==> src/rtl/serial_word_collector.sv <==
// Collects a registered LSB-first serial bit stream into WIDTH-bit words
// and hands each word to a parallel consumer over a valid/ready handshake.
module serial_word_collector #(
    parameter int WIDTH = 8
) (
    input  logic             clk,
    input  logic             rst_n,
    input  logic             bit_in,
    input  logic             in_valid,
    input  logic             in_start,
    output logic             in_ready,
    output logic [WIDTH-1:0] data_out,
    output logic             out_valid,
    input  logic             out_ready,
    output logic             frame_err,
    output logic             overflow
);

    // state     | meaning
    // S_IDLE    | waiting for a start-qualified bit 0
    // S_COLLECT | partial word in progress, r_cnt bits received
    // S_FULL    | complete word on data_out, waiting for the handshake

    localparam int CW = $clog2(WIDTH + 1);
    localparam logic [CW-1:0] CNT_LAST = CW'(WIDTH - 1);
    localparam logic [CW-1:0] CNT_FULL = CW'(WIDTH);
    localparam logic [CW-1:0] CNT_ONE  = CW'(1);

    typedef enum logic [1:0] {
        S_IDLE    = 2'd0,
        S_COLLECT = 2'd1,
        S_FULL    = 2'd2
    } state_t;

    state_t           r_state;
    logic [CW-1:0]    r_cnt;
    logic [WIDTH-1:0] r_sreg;
    logic [WIDTH-1:0] r_data;
    logic             r_out_valid;
    logic             r_frame_err;
    logic             r_overflow;

    logic [WIDTH-1:0] w_shift;
    logic [WIDTH-1:0] w_load;
    logic             w_start_bit;
    logic             w_data_bit;

    assign w_shift     = {bit_in, r_sreg[WIDTH-1:1]};
    // A new word starts from a cleared register so no stale bits survive.
    assign w_load      = {bit_in, {(WIDTH-1){1'b0}}};
    assign w_start_bit = in_valid & in_start;
    assign w_data_bit  = in_valid & ~in_start;

    assign in_ready  = ~((r_state == S_FULL) & ~out_ready);
    assign data_out  = r_data;
    assign out_valid = r_out_valid;
    assign frame_err = r_frame_err;
    assign overflow  = r_overflow;

    always_ff @(posedge clk) begin
        if (!rst_n) begin
            r_state     <= S_IDLE;
            r_cnt       <= '0;
            r_sreg      <= '0;
            r_data      <= '0;
            r_out_valid <= 1'b0;
            r_frame_err <= 1'b0;
            r_overflow  <= 1'b0;
        end else begin
            r_frame_err <= 1'b0;
            case (r_state)
                S_IDLE: begin
                    if (w_start_bit) begin
                        r_sreg  <= w_load;
                        r_cnt   <= CNT_ONE;
                        r_state <= S_COLLECT;
                    end
                end
                S_COLLECT: begin
                    if (w_start_bit) begin
                        r_sreg      <= w_load;
                        r_cnt       <= CNT_ONE;
                        r_frame_err <= 1'b1;
                    end else if (w_data_bit) begin
                        r_sreg <= w_shift;
                        if (r_cnt == CNT_LAST) begin
                            r_data      <= w_shift;
                            r_out_valid <= 1'b1;
                            r_cnt       <= CNT_FULL;
                            r_state     <= S_FULL;
                        end else begin
                            r_cnt <= r_cnt + CNT_ONE;
                        end
                    end
                end
                S_FULL: begin
                    if (out_ready) begin
                        r_out_valid <= 1'b0;
                        if (w_start_bit) begin
                            r_sreg  <= w_load;
                            r_cnt   <= CNT_ONE;
                            r_state <= S_COLLECT;
                        end else begin
                            r_cnt   <= '0;
                            r_state <= S_IDLE;
                        end
                    end else if (in_valid) begin
                        r_overflow <= 1'b1;
                    end
                end
                default: begin
                    r_state     <= S_IDLE;
                    r_cnt       <= '0;
                    r_out_valid <= 1'b0;
                end
            endcase
        end
    end

endmodule

==> config.mk <==
export PLATFORM = sky130hd
export DESIGN_NAME = serial_word_collector
export DESIGN_NICKNAME = d
export VERILOG_FILES = /design/src/rtl/serial_word_collector.sv
export SDC_FILE = /design/constraint.sdc
export NUM_CORES = 1
export LEC_CHECK = 0
export ABC_CLOCK_PERIOD_IN_PS = 3320
export CORE_MARGIN = 4
export CORE_UTILIZATION = 47
export DETAILED_ROUTE_END_ITERATION = 8
export MAX_ROUTING_LAYER = met4
export PLACE_DENSITY = 0.8
export SETUP_SLACK_MARGIN = 0.2
export SYNTH_ARGS = -nofsm -noshare
export SYNTH_HDL_FRONTEND = slang
export SYNTH_SLANG_ARGS = --single-unit
==> constraint.sdc <==
create_clock -name clk -period 3.32 [get_ports clk]
set_input_delay 0.498 -clock clk [delete_from_list [all_inputs] [get_ports clk]]
set_output_delay 0.498 -clock clk [all_outputs]
set_load 0.005 [all_outputs]
=== Yosys cells after proc, flatten, opt, wreduce, memory -nomap -nowiden ===
Index checks and enable logic that the tools add are counted.

* Output and inout bits: 12
* Input port bits: 6
* Logic and storage cells: 59
* Bits in registers: 25

* Mux-type cells: 25
* $add $sub $neg: 1
* Reductions and logical operators: 9
* Equality and inequality tests: 9
* Bitwise operators: 8

{| class="wikitable"
|+ Operators with widths
! kind !! count
|-
| 2-to-1 mux 8 bit || 4
|-
| case mux 8 bit (3 select lines) || 1
|-
| 2-to-1 mux 4 bit || 5
|-
| case mux 4 bit (3 select lines) || 1
|-
| 2-to-1 mux 2 bit || 5
|-
| != test 2 bit (second input constant) || 5
|-
| AND reduction 5 bit || 2
|-
| AND reduction 3 bit || 3
|-
| 2-to-1 mux 1 bit || 7
|-
| case mux 2 bit (3 select lines) || 1
|-
| inverter 1 bit || 5
|-
| adder 4 x 1 -> 4 bit (second input constant) || 1
|-
| == test 4 x 3 -> 1 bit (second input constant) || 1
|-
| AND reduction 4 bit || 1
|-
| bitwise AND 1 bit || 3
|-
| != test 3 bit (second input constant) || 1
|-
| case mux 1 bit (3 select lines) || 1
|-
| nonzero test 3 bit || 1
|-
| == test 2 x 1 -> 1 bit (second input constant) || 1
|-
| == test 2 bit (second input constant) || 1
|-
| zero test 2 bit || 1
|-
| AND reduction 2 bit || 1
|}

=== Logic depth before layout (Yosys ltp) ===
Gate-level depths: netlist (run 1).

* Depth in word-level cells: 5
* Depth in mapped cells: 6
* Gate-level depth less buffers: 5

=== Least setup slack after synthesis (run 1) ===
Ideal clock, no wire load.

* Path type: input to register
* Start point: in in_start
* End point: reg r_data[5], in the netlist data_out[5]
* Data required time: 3.253 ns
* Path buffers: 2
* Cell stages on the path: 5
* Library setup time: 0.067 ns
* Arrival: 1.426 ns
* Path slack: 1.827 ns
* Cell sequence: buf_2 nor4_4 buf_6 nand3_1 o21ai_2

* Cells in the longest elaborated chain, start to end: 3
* Elaborated cells on any way between the ends: 5
* Those cells by class: bitwise: 4; reduce/logical: 1

{| class="wikitable"
|+ RTL lines
! element !! line !! RTL
|-
| start: declaration || 10 || <nowiki>input logic in_start,</nowiki>
|-
| bitwise AND 1 bit or inverter 1 bit (tied branches) || 51, 52 ||
|-
| inverter 1 bit (no line) or bitwise AND 1 bit (tied branches) || - ||
|-
| AND reduction 4 bit (no line) * || - ||
|-
| end signal: assignment || 87 || <nowiki>r_data <= w_shift;</nowiki>
|-
| end: declaration || 38 || <nowiki>logic [WIDTH-1:0] r_data;</nowiki>
|}

Every way passes the cells marked *; elsewhere a longest branch is shown, timed or not.
A chain may end at the register's enable or synchronous reset.

=== Worst setup path after layout (run 1) ===
* Start point: in out_ready
* End point: out in_ready

* Cells in the longest elaborated chain, start to end: 3

{| class="wikitable"
|+ RTL lines
! element !! line !! RTL
|-
| start: declaration || 14 || <nowiki>input logic out_ready,</nowiki>
|-
| inverter 1 bit (no line) || - ||
|-
| bitwise AND 1 bit || 54 || <nowiki>assign in_ready = ~((r_state == S_FULL) & ~out_ready);</nowiki>
|-
| inverter 1 bit || 54 ||
|-
| end: declaration || 11 || <nowiki>output logic in_ready,</nowiki>
|}

No other way between the ends.

==> results.cfg, run 1 <==
[outcome]
run_status = finished, final reports clean

[die]
chip_height_um = 55.7
die_x_um = 55.7
fp.coreArea_um2 = 2060
ios = 18
placement_rows = 16
starting_density_pct = 51.8
die_area_um2 = 3100

[clock_network]
tritoncts = built
clk_transition_reported_paths_ns = 0.13
post_cts_resize_count = 0
clock_tree.root_cell = clkbuf_4
h-tree-depth = 1
cts_hold_repair.buffers = 0
clock_insertion_delay_worst_skew_ns = 0.31
numCtsBuffers = 3
post_cts.repair.setup_buffers = 0
clock_sinks = 24
clock_path_buffers = 2

[logic_synthesis]
ys_types = 28
avg_synthesized_cell_area_um2 = 8.34
synthArstFlopShare_pct = 0
synth_top_area_cell = dfxtp_1
yosys_most_used_dff = dfxtp_1
ys_seq_elements = 24
synth_area_um2 = 1070
net_count_after_synthesis = 135
synth_enable_flop_cells = 0
yosysMostFrequentCell = dfxtp_1
ys_seq_area_share_pct = 45.0
synth_instances = 128
synth_commonest_cells = dfxtp_1, nand2_1, nand3_1, o21ai_0, a21boi_0
total_number_of_yosys_warnings = 0
synth.top_cells.by_area = dfxtp_1, nand3_1, nand2_1, o21ai_0, a21boi_0
yosysTopAreaCellShare_pct = 45.0

[sta]
layout_min_cycle_time_ns = 2.20
timing.setup.tns_ns = 0
grt_setup_unrepaired = false
finalSetupViolCount = 0
slew_at_the_pin_closest_to_its_max_slew_limit_ns = 1.02
maxSlewViolCount = 0
finalClockSkew_ns = 0.00907
relSlewSlack_pct = 31.5
final-hold-violation-count = 0
final_min_period_over_clock_period_pct = 66.2
timing.fmax_ghz = 0.455

[detailed_routing]
dr.pass1.iters = 4
wire_per_inst_um = 12.3
routed_wl_um = 2070
number_of_antenna_violating_nets_in_the_routed_design = 0
detail_route.vias_per_cell = 5.40
drc = 0
detailedRoute.firstIterationViolations = 17
detailroute.via_count = 907

[placement]
globalplace.congestion = 0.767
place.detailed.hpwl_um = 1470
portBuffers = 17

[setup_path]
timing_worst_setup_path_type = in -> out
worst-endpoint-required_ns = 2.82
crit_path_capture_type = output pin
critical_path_arrival_ns = 1.70
worst-path-max-fanout = 5
critical_path.startpoint_type = input pin
startpoint = out_ready
regToRegStartpoint = r_cnt[0]$_SDFFE_PN0P_

[global_route]
gr-total-overflow = 0
globalRouteTotalUtil_pct = 14.1
grt_start_max_net_pins = 36
number_of_global_route_vias_before_repair = 835
grt_pass1_wl_um = 3550
antenna_found_initial = 0

[cells_and_area]
nFillCells = 189
final_layout_size_suffix_gt1_share_pct = 7.80
finish.utilization_pct = 61.3
insertedDiodeCount = 0
area_delta_synth_final_pct = 18.5
nNetsFinal = 149

[pwr]
static-leakage-power_nw = 0.409
power_per_cell_area_nw_per_um2 = 382
vdd.ir_drop.worst_mv = 0.258
power.total_w = 0.000483

[run]
max_cap_violations = 0

[hold_path]
hold_path.startpoint = data_out[2]$_SDFFE_PN0P_
hp_class = reg -> reg
[worst paths after layout]
check | endpoint | slack, ns | cells after the start
worst max-delay path | in_ready | 1.12 | 4
worst min-delay path | data_out[2]$_SDFFE_PN0P_ | 0.47 | 2
worst max register to register | data_out[5]$_SDFFE_PN0P_ | 1.52 | 5
worst min register to register | data_out[2]$_SDFFE_PN0P_ | 0.47 | 2
[per-layer routing]
layer | global-route usage (%) | up-vias | part of all wire (%)
li1 | - | 473 | -
met4 | 6.25 | 0 | 0.87
met3 | 2.32 | 4 | 3.7
met5 | - | - | 0
met1 | 16.9 | 414 | 47
met2 | 23.0 | 16 | 48
[placed cells by master, fill, tap and decap left out]
master,instances
nor3_1,1
o22ai_1,2
mux2_2,1
ha_1,1
a311oi_1,1
a21o_1,1
a21oi_1,4
clkbuf_4,3
nor4_4,1
nand3_1,19
nor2b_1,4
a21boi_1,1
inv_1,3
and2_1,1
nand2b_1,2
nand2_1,21
a21boi_0,7
clkbuf_8,1
o21ai_0,13
a31oi_1,1
a21oi_2,2
clkdlybuf4s50_1,17
dfxtp_1,24
nand2b_4,1
nand4_1,2
nor2_1,4
o32ai_1,1
o21ai_2,2
[metrics by stage]
step	hold WS (ns)	worst slack (ns)	cells	instance area, um^2
global route	0.487	1.07	168	1260
global placement	0.447	1.00	164	1230
detailed placement	0.450	0.944	164	1230
CTS	0.474	1.13	168	1260
floorplan	0.441	1.83	128	1070
finish	0.471	1.12	168	1260
[cells by family after synthesis]
family	count (synthesis)	synth area share, %
and+or+nand+nor	56	26.7
muxes	1	1.06
adders and majority gates	1	1.17
DFF	24	45.0
AOI/OAI and AO/OA	35	21.0
buffers and inverters	11	5.04
[final cells by class]
class	count	area (um^2)	area share (%)
multi-input cells	93	533	42.1
inverters	3	11.3	0.890
flip-flops and latches	24	480	38.0
clock buffers	4	36.3	2.87
well taps	27	33.8	2.67
repair buffers	17	170	13.5
[report_power, final]
group	internal [W]	total [W]	switching, W
Clock	0.0000670	0.000150	0.0000832
Combinational	0.0000148	0.0000375	0.0000228
Sequential	0.000291	0.000295	0.00000414
[sequential cells by signal, indices dropped and copies added (netlist names)]
name	flops
data_out	8
frame_err	1
r_sreg	7
r_cnt	4
overflow	1
out_valid	1
r_state	2
[critical path, cell delays in order]
cell             delay (ns)
clkdlybuf4s50_1        0.53
nor2_1                 0.09
nand2_1                0.08
clkdlybuf4s50_1        0.49
Note: power is estimated with default switching activity, not from simulation.
==> run 2: changes to the inputs <==
- ABC_CLOCK_PERIOD_IN_PS: 3320 -> 2000
- CORE_UTILIZATION: 47 -> 46
- PLACE_DENSITY: 0.8 -> 0.81
- clock period: 3.32 -> 2 ns (I/O delays scaled with it)
==> results.cfg, run 2 (synthesis results as in run 1) <==
[run]
max_cap_violations = 0

[pwr]
power_per_cell_area_nw_per_um2 = 588
vdd.ir_drop.worst_mv = 0.447
static-leakage-power_nw = 0.419
power.total_w = 0.000752

[die]
starting_density_pct = 48.2
die_area_um2 = 3160
placement_rows = 17
chip_height_um = 56.2
fp.coreArea_um2 = 2210
die_x_um = 56.2
ios = 18

[sta]
finalClockSkew_ns = 0.00204
maxSlewViolCount = 0
slew_at_the_pin_closest_to_its_max_slew_limit_ns = 0.428
grt_setup_unrepaired = false
relSlewSlack_pct = 71.4
timing.setup.tns_ns = 0
layout_min_cycle_time_ns = 1.68
final_min_period_over_clock_period_pct = 83.9
final-hold-violation-count = 0
finalSetupViolCount = 0
timing.fmax_ghz = 0.596

[global_route]
gr-total-overflow = 0
grt_pass1_wl_um = 3730
grt_start_max_net_pins = 36
number_of_global_route_vias_before_repair = 910
antenna_found_initial = 0
globalRouteTotalUtil_pct = 14.8

[setup_path]
worst-endpoint-required_ns = 1.70
critical_path.startpoint_type = flip-flop
crit_path_capture_type = output pin
timing.reg2reg.worst_path_depth = 4
timing_worst_setup_path_type = reg -> out
critical_path_arrival_ns = 1.38
worst-path-max-fanout = 8

[cells_and_area]
multi_input_area_um2 = 536
area_delta_synth_final_pct = 19.7
final_layout_size_suffix_gt1_share_pct = 10.5
largest_register_ff_count = 8
most_common_cell_after_layout_fill_and_taps_aside = dfxtp_1
area.sequential_um2 = 482
insertedDiodeCount = 0
layout.cells.most_common_list = dfxtp_1, nand2_1, nand3_1
nNetsFinal = 152
nFillCells = 209

[clock_network]
clk_transition_reported_paths_ns = 0.12
post_cts.repair.setup_buffers = 0
numCtsBuffers = 3
clock_sinks = 24
tritoncts = built
h-tree-depth = 1
clock_insertion_delay_worst_skew_ns = 0.30
clock_tree.root_cell = clkbuf_4
clock_path_buffers = 2

[detailed_routing]
detailedRoute.firstIterationViolations = 43
wire_per_inst_um = 12.2
number_of_antenna_violating_nets_in_the_routed_design = 0
drc = 0
routed_wl_um = 2090
detail_route.vias_per_cell = 5.53
dr.pass1.iters = 4
detailroute.via_count = 945

[placement]
portBuffers = 17
globalplace.congestion = 0.748
place.detailed.hpwl_um = 1450

[hold_path]
hp_class = reg -> reg
min_path_cells = 2

[outcome]
run_status = finished, final reports clean
-- run 2: changes by cell type in the layout (fill, tap and decap cells not counted), sizes merged --
cell / before / now
buf: 0 / 3
clkbuf: 4 / 3
dlygate4sd2: 0 / 1
clkdlybuf4s50: 17 / 16
-- run 2: repair_timing --
| item | CTS | global route |
|---|---|---|
| hold buffers | 0 | 0 |
| endpoints found under the setup margin | 1 | 1 |
| resized for setup | 2 | 1 |
| cloned | 0 | 0 |
| pin swaps | 0 | 0 |
-- run 2: final timing paths --
check	start	end	slack (ns)
max reg2reg	r_state[1]$_SDFFE_PN0P_	r_cnt[2]$_SDFFE_PN0P_	0.42
min reg2reg	data_out[7]$_SDFFE_PN0P_	data_out[7]$_SDFFE_PN0P_	0.46
min	data_out[7]$_SDFFE_PN0P_	data_out[7]$_SDFFE_PN0P_	0.46
max	r_state[0]$_SDFFE_PN0P_	in_ready	0.32
-- run 2: routing by layer --
metal | up-vias | GRT usage, % | share of wire [%]
li1 | 479 | - | -
met5 | - | - | 0
met4 | 0 | 7.12 | 2.9
met1 | 431 | 17.1 | 47
met3 | 8 | 2.78 | 4.3
met2 | 27 | 24.4 | 46
-- run 2: metrics by stage --
step	worst slack (ns)	util, %	cell area, um^2	hold slack [ns]	std cells
global placement	0.179	56.6	1250	0.447	168
detailed placement	0.123	56.6	1250	0.453	168
global route	0.215	57.7	1280	0.497	171
floorplan	0.603	-	1070	0.430	128
CTS	0.290	57.6	1270	0.470	171
finish	0.322	57.7	1280	0.465	171
-- run 2: layout make-up --
type                       instances  area share, %
inverter                           3          0.881
multi-input combinational         93           41.9
sequential                        24           37.7
tap                               28           2.74
clock buffer                       3           1.76
timing repair buffer              20           15.0
-- run 2: report_power, final --
part	total (W)	switching (W)	internal (W)
clock network	0.000197	0.000126	0.0000701
registers	0.000490	0.00000735	0.000483
logic	0.0000646	0.0000383	0.0000262
total	0.000752	0.000172	0.000579
-- run 2: worst max-delay path, cell delays in order, from the launching register on --
cell	delay, ns
dfxtp_2	0.44
nor2_2	0.08
nand2_1	0.07
clkdlybuf4s50_1	0.50
==> run 3: changes to the inputs <==
- ABC_CLOCK_PERIOD_IN_PS: 2000 -> 1600
- CORE_UTILIZATION: 46 -> 47
- PLACE_DENSITY: 0.81 -> 0.8
- clock period: 2 -> 1.6 ns (I/O delays scaled with it)
==> results.cfg, run 3 (synthesis results as in run 1) <==
[hold_path]
hold_path.startpoint = in_start
hp_class = in -> reg
min_path_cells = 3

[pwr]
static-leakage-power_nw = 0.601
intPower_w = 0.000910
power.combinational.fraction_pct = 9.8
switching_share_of_total_power_pct = 21.7
net_switching_power_w = 0.000252
power.total_w = 0.00116
p_clk_share_pct = 37.9
vdd.ir_drop.worst_mv = 0.520
share_seq_of_total_power_pct = 52.3
power_per_cell_area_nw_per_um2 = 798

[setup_path]
startpoint = out_ready
timing.reg2reg.worst_path_depth = 6
crit_path_capture_type = flip-flop
timing_worst_setup_path_type = in -> reg
worst-path-max-fanout = 6
critical_path.startpoint_type = input pin
regToRegStartpoint = r_state[0]$_SDFFE_PN0P_
critical_path_arrival_ns = 1.70
worst-endpoint-required_ns = 1.85

[clock_network]
clock_insertion_delay_worst_skew_ns = 0.31
h-tree-depth = 1
cts_hold_repair.buffers = 0
clk_transition_reported_paths_ns = 0.14
clock_path_buffers = 2
clock_tree.root_cell = clkbuf_4
clock_sinks = 24
tritoncts = built
numCtsBuffers = 3

[detailed_routing]
detailroute.via_count = 987
wire_per_inst_um = 13.7
routed_wl_um = 2530
dr.pass1.iters = 4
number_of_antenna_violating_nets_in_the_routed_design = 0
detail_route.vias_per_cell = 5.36
detailedRoute.firstIterationViolations = 28
drc = 0

[die]
placement_rows = 16
chip_height_um = 55.7
fp.coreArea_um2 = 2060
die_area_um2 = 3100
die_x_um = 55.7
ios = 18
starting_density_pct = 51.8

[global_route]
globalRouteTotalUtil_pct = 17.0
grtUsageMet1_pct = 19.1
gr-total-overflow = 0
grt-busiest-layer = met2
gr-usage-met2_pct = 29.1
antenna_found_initial = 0
number_of_global_route_vias_before_repair = 998
grt.met3_usage_pct = 2.32
grt_start_max_net_pins = 36
grt_pass1_wl_um = 4240

[sta]
final_min_period_over_clock_period_pct = 90.4
relSlewSlack_pct = 78.9
layout_min_cycle_time_ns = 1.45
maxSlewViolCount = 0
timing.fmax_ghz = 0.691
slew_at_the_pin_closest_to_its_max_slew_limit_ns = 0.315
finalClockSkew_ns = 0.00222
final-hold-violation-count = 0
grt_setup_unrepaired = true
timing.setup.tns_ns = 0
finalSetupViolCount = 0

[placement]
place.detailed.hpwl_um = 1580
portBuffers = 17
globalplace.congestion = 0.781

[cells_and_area]
area_delta_synth_final_pct = 36.5
largest_register_ff_count = 8
most_common_cell_after_layout_fill_and_taps_aside = nand2_1
final_layout_size_suffix_gt1_share_pct = 27.4
nNetsFinal = 165
layout.cells.most_common_list = nand2_1, nand3_1, buf_4
insertedDiodeCount = 0

[outcome]
run_status = finished, final reports clean

[run]
max_cap_violations = 0
==> run 3: critical path: stages <==
cell and delay, ns:
clkdlybuf4s50_1 0.46, buf_4 0.17, mux2_2 0.28, o22ai_1 0.16
buf_4 0.17, nand2_1 0.05, a21boi_0 0.16
==> run 3: through the flow <==
stage	instances	area [um^2]	utilization, %	setup WS [ns]	hold WS [ns]
global route	184	1460	70.6	0.125	0.449
global placement	172	1310	63.7	-0.0353	0.446
floorplan	128	1070	-	0.203	0.370
CTS	178	1390	67.5	0.197	0.467
detailed placement	172	1310	63.7	-0.145	0.455
finish	184	1460	70.6	0.153	0.403
==> run 3: layout make-up <==
class | count | area [um^2]
Fill cell | 182 | 606
Clock inverter | 1 | 30.0
Inverter | 3 | 11.3
Sequential cell | 24 | 505
Timing Repair Buffer | 33 | 310
Multi-Input combinational cell | 93 | 543
Tap cell | 27 | 33.8
Clock buffer | 3 | 22.5
==> run 3: power groups by stage <==
stage | Clock [W] | Sequential (W) | Combinational, W
floorplan | 0 | 0.000624 | 0.0000558
global placement | 0 | 0.000625 | 0.0000938
detailed placement | 0 | 0.000625 | 0.0000957
CTS | 0.000443 | 0.000609 | 0.000106
global route | 0.000478 | 0.000609 | 0.000124
finish | 0.000440 | 0.000608 | 0.000114
==> run 3: timing repair <==
item / CTS / global route
setup endpoints to repair: 23 / 23
pin swaps: 0 / 1
gates resized for setup: 27 / 9
buffers inserted: 2 / 6
==> run 3: path summary, 6_finish.rpt <==
kind,endpoint,slack [ns]
hold reg to reg,data_out[0]$_SDFFE_PN0P_,0.46
hold / removal,r_cnt[0]$_SDFFE_PN0P_,0.40
setup reg to reg,r_sreg[2]$_SDFFE_PN0P_,0.19
setup / recovery,r_cnt[2]$_SDFFE_PN0P_,0.15
==> run 3: routing by layer <==
metal	up-vias	share of wire, %
met5	-	0
met1	461	44
met2	16	52
li1	506	-
met4	0	1.5
met3	4	1.8
